`src/rtl/rbcp_reg_responder.sv`:
```
// RBCP slave register file: decodes single-byte SiTCP RBCP accesses in a 16-byte
// window and drives the DAQ command outputs (sample count, channel mask, trigger pulse).
module rbcp_reg_responder #(
  parameter logic [31:0] BASE_ADDR      = 32'h0000_0000,
  parameter logic [7:0]  TRIG_PULSE_LEN = 8'd4,
  parameter logic [7:0]  DEVICE_ID      = 8'h16
) (
  input  logic        clk,
  input  logic        sys_rst,
  input  logic        rbcp_we,
  input  logic        rbcp_re,
  input  logic [31:0] rbcp_addr,
  input  logic [7:0]  rbcp_wd,
  output logic        rbcp_ack,
  output logic [7:0]  rbcp_rd,
  input  logic [7:0]  status_in,
  output logic [31:0] data_number,
  output logic [7:0]  channel_ctrl,
  output logic        trigger_cmd,
  output logic        trigger_busy
);

  logic [31:0] shadow_q, shadow_d;
  logic [31:0] data_number_q, data_number_d;
  logic [7:0]  channel_ctrl_q, channel_ctrl_d;
  logic [7:0]  scratch_q, scratch_d;
  logic [7:0]  trig_cnt_q, trig_cnt_d;
  logic        ack_q, ack_d;
  logic [7:0]  rd_q, rd_d;

  logic        hit;
  logic        is_write;
  logic        is_read;
  logic [3:0]  offset;
  logic        busy;

  assign busy = (trig_cnt_q != 8'd0);

  always_comb begin
    hit      = (rbcp_addr[31:4] == BASE_ADDR[31:4]);
    offset   = rbcp_addr[3:0];
    // A simultaneous we+re is treated purely as a write.
    is_write = hit & rbcp_we;
    is_read  = hit & rbcp_re & ~rbcp_we;

    shadow_d       = shadow_q;
    data_number_d  = data_number_q;
    channel_ctrl_d = channel_ctrl_q;
    scratch_d      = scratch_q;
    trig_cnt_d     = busy ? (trig_cnt_q - 8'd1) : 8'd0;
    ack_d          = is_write | is_read;
    rd_d           = 8'h00;

    if (is_write) begin
      case (offset)
        4'h0: shadow_d[31:24] = rbcp_wd;
        4'h1: shadow_d[23:16] = rbcp_wd;
        4'h2: shadow_d[15:8]  = rbcp_wd;
        4'h3: begin
          shadow_d[7:0] = rbcp_wd;
          data_number_d = {shadow_q[31:8], rbcp_wd};
        end
        4'h4: channel_ctrl_d = rbcp_wd;
        // Retrigger while busy is ignored so the pulse length is never extended.
        4'h5: if (rbcp_wd[0] && !busy) trig_cnt_d = TRIG_PULSE_LEN;
        4'h8: scratch_d = rbcp_wd;
        default: ;
      endcase
    end

    if (is_read) begin
      case (offset)
        4'h0: rd_d = shadow_q[31:24];
        4'h1: rd_d = shadow_q[23:16];
        4'h2: rd_d = shadow_q[15:8];
        4'h3: rd_d = shadow_q[7:0];
        4'h4: rd_d = channel_ctrl_q;
        4'h5: rd_d = {7'b0, busy};
        4'h6: rd_d = status_in;
        4'h7: rd_d = DEVICE_ID;
        4'h8: rd_d = scratch_q;
        default: rd_d = 8'h00;
      endcase
    end
  end

  always_ff @(posedge clk) begin
    if (sys_rst) begin
      shadow_q       <= 32'h0;
      data_number_q  <= 32'h0;
      channel_ctrl_q <= 8'h00;
      scratch_q      <= 8'h00;
      trig_cnt_q     <= 8'h00;
      ack_q          <= 1'b0;
      rd_q           <= 8'h00;
    end else begin
      shadow_q       <= shadow_d;
      data_number_q  <= data_number_d;
      channel_ctrl_q <= channel_ctrl_d;
      scratch_q      <= scratch_d;
      trig_cnt_q     <= trig_cnt_d;
      ack_q          <= ack_d;
      rd_q           <= rd_d;
    end
  end

  assign rbcp_ack     = ack_q;
  assign rbcp_rd      = rd_q;
  assign data_number  = data_number_q;
  assign channel_ctrl = channel_ctrl_q;
  assign trigger_cmd  = busy;
  assign trigger_busy = busy;

endmodule

```
`config.mk`:
```
export PLATFORM = sky130hd
export DESIGN_NAME = rbcp_reg_responder
export DESIGN_NICKNAME = d
export VERILOG_FILES = /design/src/rtl/rbcp_reg_responder.sv
export SDC_FILE = /design/constraint.sdc
export NUM_CORES = 1
export LEC_CHECK = 0
export CAP_MARGIN = 0
export CORE_ASPECT_RATIO = 1.75
export CORE_MARGIN = 5
export CORE_UTILIZATION = 45
export DETAILED_ROUTE_END_ITERATION = 7
export PLACE_DENSITY = 0.84
export SYNTH_ARGS = -nofsm -noshare
export SYNTH_HDL_FRONTEND = slang
export SYNTH_SLANG_ARGS = --single-unit
```
`constraint.sdc`:
```
create_clock -name clk -period 1.4 [get_ports clk]
set_input_delay 0.28 -clock clk [delete_from_list [all_inputs] [get_ports clk]]
set_output_delay 0.28 -clock clk [all_outputs]
set_load 0.02 [all_outputs]
```
==> metrics.cfg, run 1 <==
[run_status]
status=finished with violations
failed_checks=setup timing

[logic_synthesis]
synth_fp_nets=459
synthAdderAreaFrac=0.003019
synth-edff-count=0
synth.largest_area_cell=dfxtp_1
synth_top_area_frac=0.4300
yosys_warnings=0
yosysSeqAreaShare=0.4300
synth_top_family_by_area=simple AND/OR/NAND/NOR gates
netlist_instances=406
async_reset_ff_frac=0
synth.avg_cell_area_um2=10.21
synth-xor-area-share=0.01057
yosys.area_share.simple=0.2331
synthMuxAreaShare=0.1890
synth.distinct_cells=44
synthesis.area_mm2=0.004144
synthTopCellsByCount=89 x dfxtp_1, 82 x nand2b_1, 76 x mux2i_1
synth.most_common_cell=dfxtp_1
synth_seq_cells=89
synthFlopType=dfxtp_1
synth_area_leaders=dfxtp_1 43%, mux2i_1 18%, nand2b_1 12%
synth_compound_gate_area_share=0.07971

[routing]
route.detailed.drc=0
dr.first_iter.drc_count=171
via_per_inst=5.305
wl_per_cell_um=18.16
drt_wl_total_mm=12.15
first_pass_iters=4
postRouteAntennaNets=0
num_vias=3549

[sta]
period_share=1.131
clock_skew_ns=0.007961
setup_ws_ns=-0.1836
max_freq_ghz=0.6315
finalMaxSlewViolations=0
hold_violations=0
period_minus_slack_ns=1.584
slew_headroom=0.7279
worst_slew_pin_slew_ns=0.4082
report.final.setup_viol=5
rsz0062_at_grt=true
hold_ws_ns=0.4201

[setup_path]
r2r_cells=5
cp-start-kind=register
worstSetupPathType=reg -> out
required_ns=1.12
critPathArrivalTime_ns=1.30
critPathMaxFanout=3
cp-end-kind=output pin

[clock_network]
clockBufferDepth=2
clkTransAtPathRegs_ns=0.06
clkSinkCount=89
clock_latency_ns=0.35
cts_buffers=9
cts_tree=done
cts_hold_buf=0
cts_root_buf=clkbuf_16
htree_num_levels=3

[placed_design]
io_buffers=102
dp_hpwl_mm=9.145
globalplace.congestion=0.8789
placed_cell_area_mm2=0.005627
dp.cells=644

[power_and_ir_drop]
pwr-share-comb=0.078
ir_drop_mv=0.7842
pwr_density_cell_mw_per_mm2=901.8
power_frac_seq=0.470
p_leak_nw=2.882
p_switching_mw=1.226
pwr-share-clk=0.453
p_int_mw=4.163
switching_share=0.2275

[die]
coreArea_mm2=0.009036
initial_core_util=0.4586
fp.dieH_um=136.9
ios=103
chipWidth_um=82.54
num_rows=46
fp.dieArea_mm2=0.01130

[global_route]
antenna_found_initial=0
grt_pass1_vias=3844
grt_pass1_wl_mm=19.46
grt.total_usage=0.2283
grt_max_degree=35
grt_overflow_total=0

[layout]
drive_above_1_share=0.2532
final_cell_area_mm2=0.005976
area_growth_pct=44.20
fin_util=0.6613
final_cells=669
fin_nets=597
antennaDiodeCount=0

[hold_path]
min_path_type=in -> reg
min_path_cells=4

[job]
max_cap_viol_count=0

[layout by cell type, fill, tap and decap left out, types with 4 or more instances in the layout]
master,netlist,layout
a21oi_1,13,10
a22o_1,8,8
a22oi_1,7,6
a2bb2oi_1,4,4
buf_12,0,6
buf_2,7,8
buf_4,13,52
clkbuf_16,0,10
clkbuf_2,0,13
clkdlybuf4s15_1,0,11
clkdlybuf4s50_1,0,18
dfxtp_1,89,87
dlygate4sd2_1,0,50
mux2i_1,76,76
nand2_1,6,5
nand2b_1,82,81
nor2_1,13,12
nor2b_1,10,8
nor4_1,13,5
nor4_2,0,6
o21ai_0,5,4
xnor2_1,4,4
[per-stage QoR]
step	setup slack [ns]	setup TNS, ns	power (mW)
2_1_floorplan	-0.03362	-1.373	2.756
3_3_place_gp	-0.6005	-42.45	3.013
3_5_place_dp	-0.6615	-46.80	3.017
4_1_cts	-0.2114	-0.6177	5.428
5_1_grt	-0.2675	-0.9675	5.577
6_report	-0.1836	-0.6061	5.389
[critical path, cell delays in order, from the launching register on]
cell and delay (ns):
dfxtp_2 0.32, inv_2 0.06, ha_4 0.13, nor3b_4 0.19
nand2_2 0.11, buf_6 0.15
[state kept, by name, summed over array words and instances (netlist names)]
| register | cells |
|---|---|
| channel_ctrl | 8 |
| rbcp_ack | 1 |
| trig_cnt_q | 8 |
| data_number | 25 |
| rbcp_rd | 8 |
| scratch_q | 8 |
| shadow_q | 31 |
[cell families (layout without fill, tap and decap cells)]
| logic type | Yosys count | after routing |
|---|---|---|
| AO/OA/AOI/OAI | 47 | 47 |
| XOR/XNOR | 5 | 5 |
| adder cells (fa/ha/maj) | 1 | 1 |
| buffers and inverters | 39 | 182 |
| flip-flops | 89 | 89 |
| multiplexers | 77 | 77 |
| AND/OR/NAND/NOR | 148 | 148 |
[power groups by stage]
stage | Clock [mW] | Combinational (mW) | Sequential, mW
floorplan | 0 | 0.167 | 2.59
global placement | 0 | 0.424 | 2.59
detailed placement | 0 | 0.428 | 2.59
CTS | 2.48 | 0.414 | 2.53
global route | 2.60 | 0.444 | 2.53
finish | 2.44 | 0.420 | 2.53
[final cells by class]
cell class,instances,area (µm²)
clock buffer,9,225.2
clock inverter,7,78.83
inverter,3,11.26
multi-input combinational,278,2296
fill,741,3060
sequential,89,1784
tap,120,150.1
timing repair buffer,163,1430
[timing repair]
item	in CTS	in global routing
gates resized for setup	140	34
cloned	1	1
endpoints found under the setup margin	139	77
pin swaps	17	17
buffers inserted	8	2
[metal layers]
layer,GRT usage,vias up,share of wire
li1,-,1701,-
met1,0.2584,1722,0.37
met2,0.3951,97,0.56
met3,0.04743,29,0.044
met4,0.1136,0,0.034
met5,0,-,0
[final timing paths]
path,end,start,slack [ns]
min,trig_cnt_q[2]$_SDFF_PP0_,rbcp_addr[2],0.42
max,trigger_busy,trig_cnt_q[1]$_SDFF_PP0_,-0.18
min reg2reg,data_number[26]$_SDFFE_PP0P_,data_number[26]$_SDFFE_PP0P_,0.47
max reg2reg,trig_cnt_q[7]$_SDFF_PP0_,trig_cnt_q[1]$_SDFF_PP0_,-0.13
Power figures use the tool's default switching activity.
==> inputs of run 2 (changes only) <==
--- a/config.mk
+++ b/config.mk
@@ -5,7 +5,7 @@
 export SDC_FILE = /design/constraint.sdc
 export NUM_CORES = 1
 export LEC_CHECK = 0
-export CAP_MARGIN = 0
+export CAP_MARGIN = 20
 export CORE_ASPECT_RATIO = 1.75
 export CORE_MARGIN = 5
 export CORE_UTILIZATION = 45
==> constraint.sdc (replaced) <==
create_clock -name clk -period 1.4 [get_ports clk]
set_input_delay 0.28 -clock clk [delete_from_list [all_inputs] [get_ports clk]]
set_output_delay 0.28 -clock clk [all_outputs]
set_load 0.05 [all_outputs]
==> run 2 against run 1 <==
  * The flow still finishes with violations (setup timing)
  * Clock skew about the same
  * Count of clock-buffer cells in the layout increased by 2
  * Sequential share of layout area is 2.7 points lower
  * Wire length is 2.8% higher
  * Clock power down 4%
  * Critical endpoint is now trigger_cmd
==> metrics.cfg, run 2 (synthesis results as in run 1) <==
[sta]
worst_slew_pin_slew_ns=0.4567  ; was 0.4082 ns
report.final.setup_viol=4  ; was 5
finalMaxSlewViolations=0  ; unchanged
hold_violations=0  ; unchanged
setup_ws_ns=-0.2211  ; was -0.1836 ns
max_freq_ghz=0.6169  ; was 0.6315 GHz
clock_skew_ns=0.007973  ; was 0.007961 ns
rsz0062_at_grt=true  ; unchanged
period_minus_slack_ns=1.621  ; was 1.584 ns
slew_headroom=0.6956  ; was 0.7279
period_share=1.158  ; was 1.131

[clock_network]
clkSinkCount=89  ; unchanged
cts_tree=done  ; unchanged
clock_latency_ns=0.34  ; was 0.35 ns
cts_root_buf=clkbuf_16  ; unchanged
htree_num_levels=3  ; unchanged
cts_buffers=9  ; unchanged
clockBufferDepth=2  ; unchanged
clkTransAtPathRegs_ns=0.06  ; about the same

[die]
initial_core_util=0.4586  ; unchanged
chipWidth_um=82.54  ; unchanged
ios=103  ; unchanged
coreArea_mm2=0.009036  ; unchanged
num_rows=46  ; unchanged
fp.dieH_um=136.9  ; unchanged
fp.dieArea_mm2=0.01130  ; unchanged

[layout]
nFillCells=646  ; was 741
fin_util=0.7264  ; was 0.6613
area_growth_pct=58.39  ; was 44.20%
multi_input_area_mm2=0.002310  ; was 0.002296 mm²
layout_commonest_cell=dfxtp_1  ; unchanged
largest_register=shadow_q  ; unchanged
largest_reg_flops=31  ; unchanged
fin_nets=596  ; was 597
final_cell_mix=86 x dfxtp_1, 81 x nand2b_1, 75 x mux2i_1, 60 x buf_12, 46 x buf_4  ; was 87 x dfxtp_1, 81 x nand2b_1, 76 x mux2i_1, 52 x buf_4, 50 x dlygate4sd2_1
final_cell_area_mm2=0.006564  ; was 0.005976 mm²
antennaDiodeCount=0  ; unchanged
drive_above_1_share=0.3467  ; was 0.2532
seqCellArea_mm2=0.001785  ; was 0.001784 mm²
final_cells=668  ; was 669

[routing]
postRouteAntennaNets=0  ; unchanged
wl_per_cell_um=18.69  ; was 18.16 µm
dr.first_iter.drc_count=227  ; was 171
num_vias=3570  ; was 3549
first_pass_iters=4  ; unchanged
drt_wl_total_mm=12.49  ; was 12.15 mm
via_per_inst=5.344  ; was 5.305
route.detailed.drc=0  ; unchanged

[placed_design]
dp_hpwl_mm=9.277  ; was 9.145 mm
globalplace.congestion=0.9213  ; was 0.8789
dp.cells=643  ; was 644
io_buffers=102  ; unchanged
placed_cell_area_mm2=0.006143  ; was 0.005627 mm²

[hold_path]
min_path_type=reg -> reg  ; was in -> reg

[setup_path]
cp-start-kind=register  ; unchanged
required_ns=1.12  ; about the same
cp-end-kind=output pin  ; unchanged
worstSetupPathType=reg -> out  ; unchanged
critPathArrivalTime_ns=1.34  ; was 1.30 ns
critPathMaxFanout=3  ; unchanged

[power_and_ir_drop]
p_leak_nw=2.880  ; was 2.882 nW
pwr_density_cell_mw_per_mm2=811.1  ; was 901.8 mW/mm²
ir_drop_mv=0.7261  ; was 0.7842 mV

[job]
max_cap_viol_count=0  ; unchanged

[global_route]
grt_pass1_wl_mm=19.64  ; was 19.46 mm
grt_overflow_total=0  ; unchanged
grt.total_usage=0.2302  ; was 0.2283
grt_max_degree=33  ; was 35
grt_pass1_vias=3942  ; was 3844
antenna_found_initial=0  ; unchanged

[run_status]
status=finished with violations  ; unchanged
failed_checks=setup timing  ; unchanged

run 2: what timing repair did:
action                                  4_1_cts  5_1_grt
pin swaps                                    14       20
resized for setup                            76       44
hold buffers                                  0        0
endpoints found under the setup margin       85       77
buffers inserted                              5        5
run 2: where the power goes:
part | total [mW] | internal [mW] | switching [mW]
sequential | 2.53 | 2.53 | 0.0000142
combinational | 0.445 | 0.248 | 0.198
clock | 2.35 | 1.38 | 0.967
run 2: worst paths after layout:
check	start	end	slack, ns	cells after the start
hold reg to reg	scratch_q[0]$_SDFFE_PP0P_	scratch_q[0]$_SDFFE_PP0P_	0.48	2
setup / recovery	trig_cnt_q[0]$_SDFF_PP0_	trigger_cmd	-0.22	5
hold / removal	scratch_q[0]$_SDFFE_PP0P_	scratch_q[0]$_SDFFE_PP0P_	0.48	2
setup reg to reg	trig_cnt_q[0]$_SDFF_PP0_	trig_cnt_q[2]$_SDFF_PP0_	-0.11	7
run 2: final cells by class:
type,count,share of cell area
clock buffers,11,0.03546
clock inverters,5,0.008578
inverters,3,0.001716
multi-input cells,278,0.3519
flip-flops and latches,89,0.2720
well taps,120,0.02287
repair buffers,162,0.3075
run 2: worst max-delay path: stages (launching register included):
cell	delay, ns
dfxtp_2	0.34
inv_2	0.06
ha_4	0.12
nor3b_4	0.23
nand2_4	0.10
buf_8	0.16
run 2: stage by stage:
stage	hold slack (ns)	setup slack, ns	setup TNS (ns)	power, mW
2_1_floorplan	0.4152	-0.09898	-1.938	2.757
3_3_place_gp	0.4602	-0.6539	-43.93	3.027
3_5_place_dp	0.4668	-0.6272	-45.70	3.034
4_1_cts	0.4800	-0.2432	-0.5725	5.334
5_1_grt	0.5040	-0.2880	-0.9354	5.500
6_report	0.4770	-0.2211	-0.6334	5.324
run 2: metal layers:
metal,track usage,routed length (µm)
met1,0.2517,4575
met2,0.4004,6871
met3,0.03689,471
met4,0.1445,569
met5,0,0
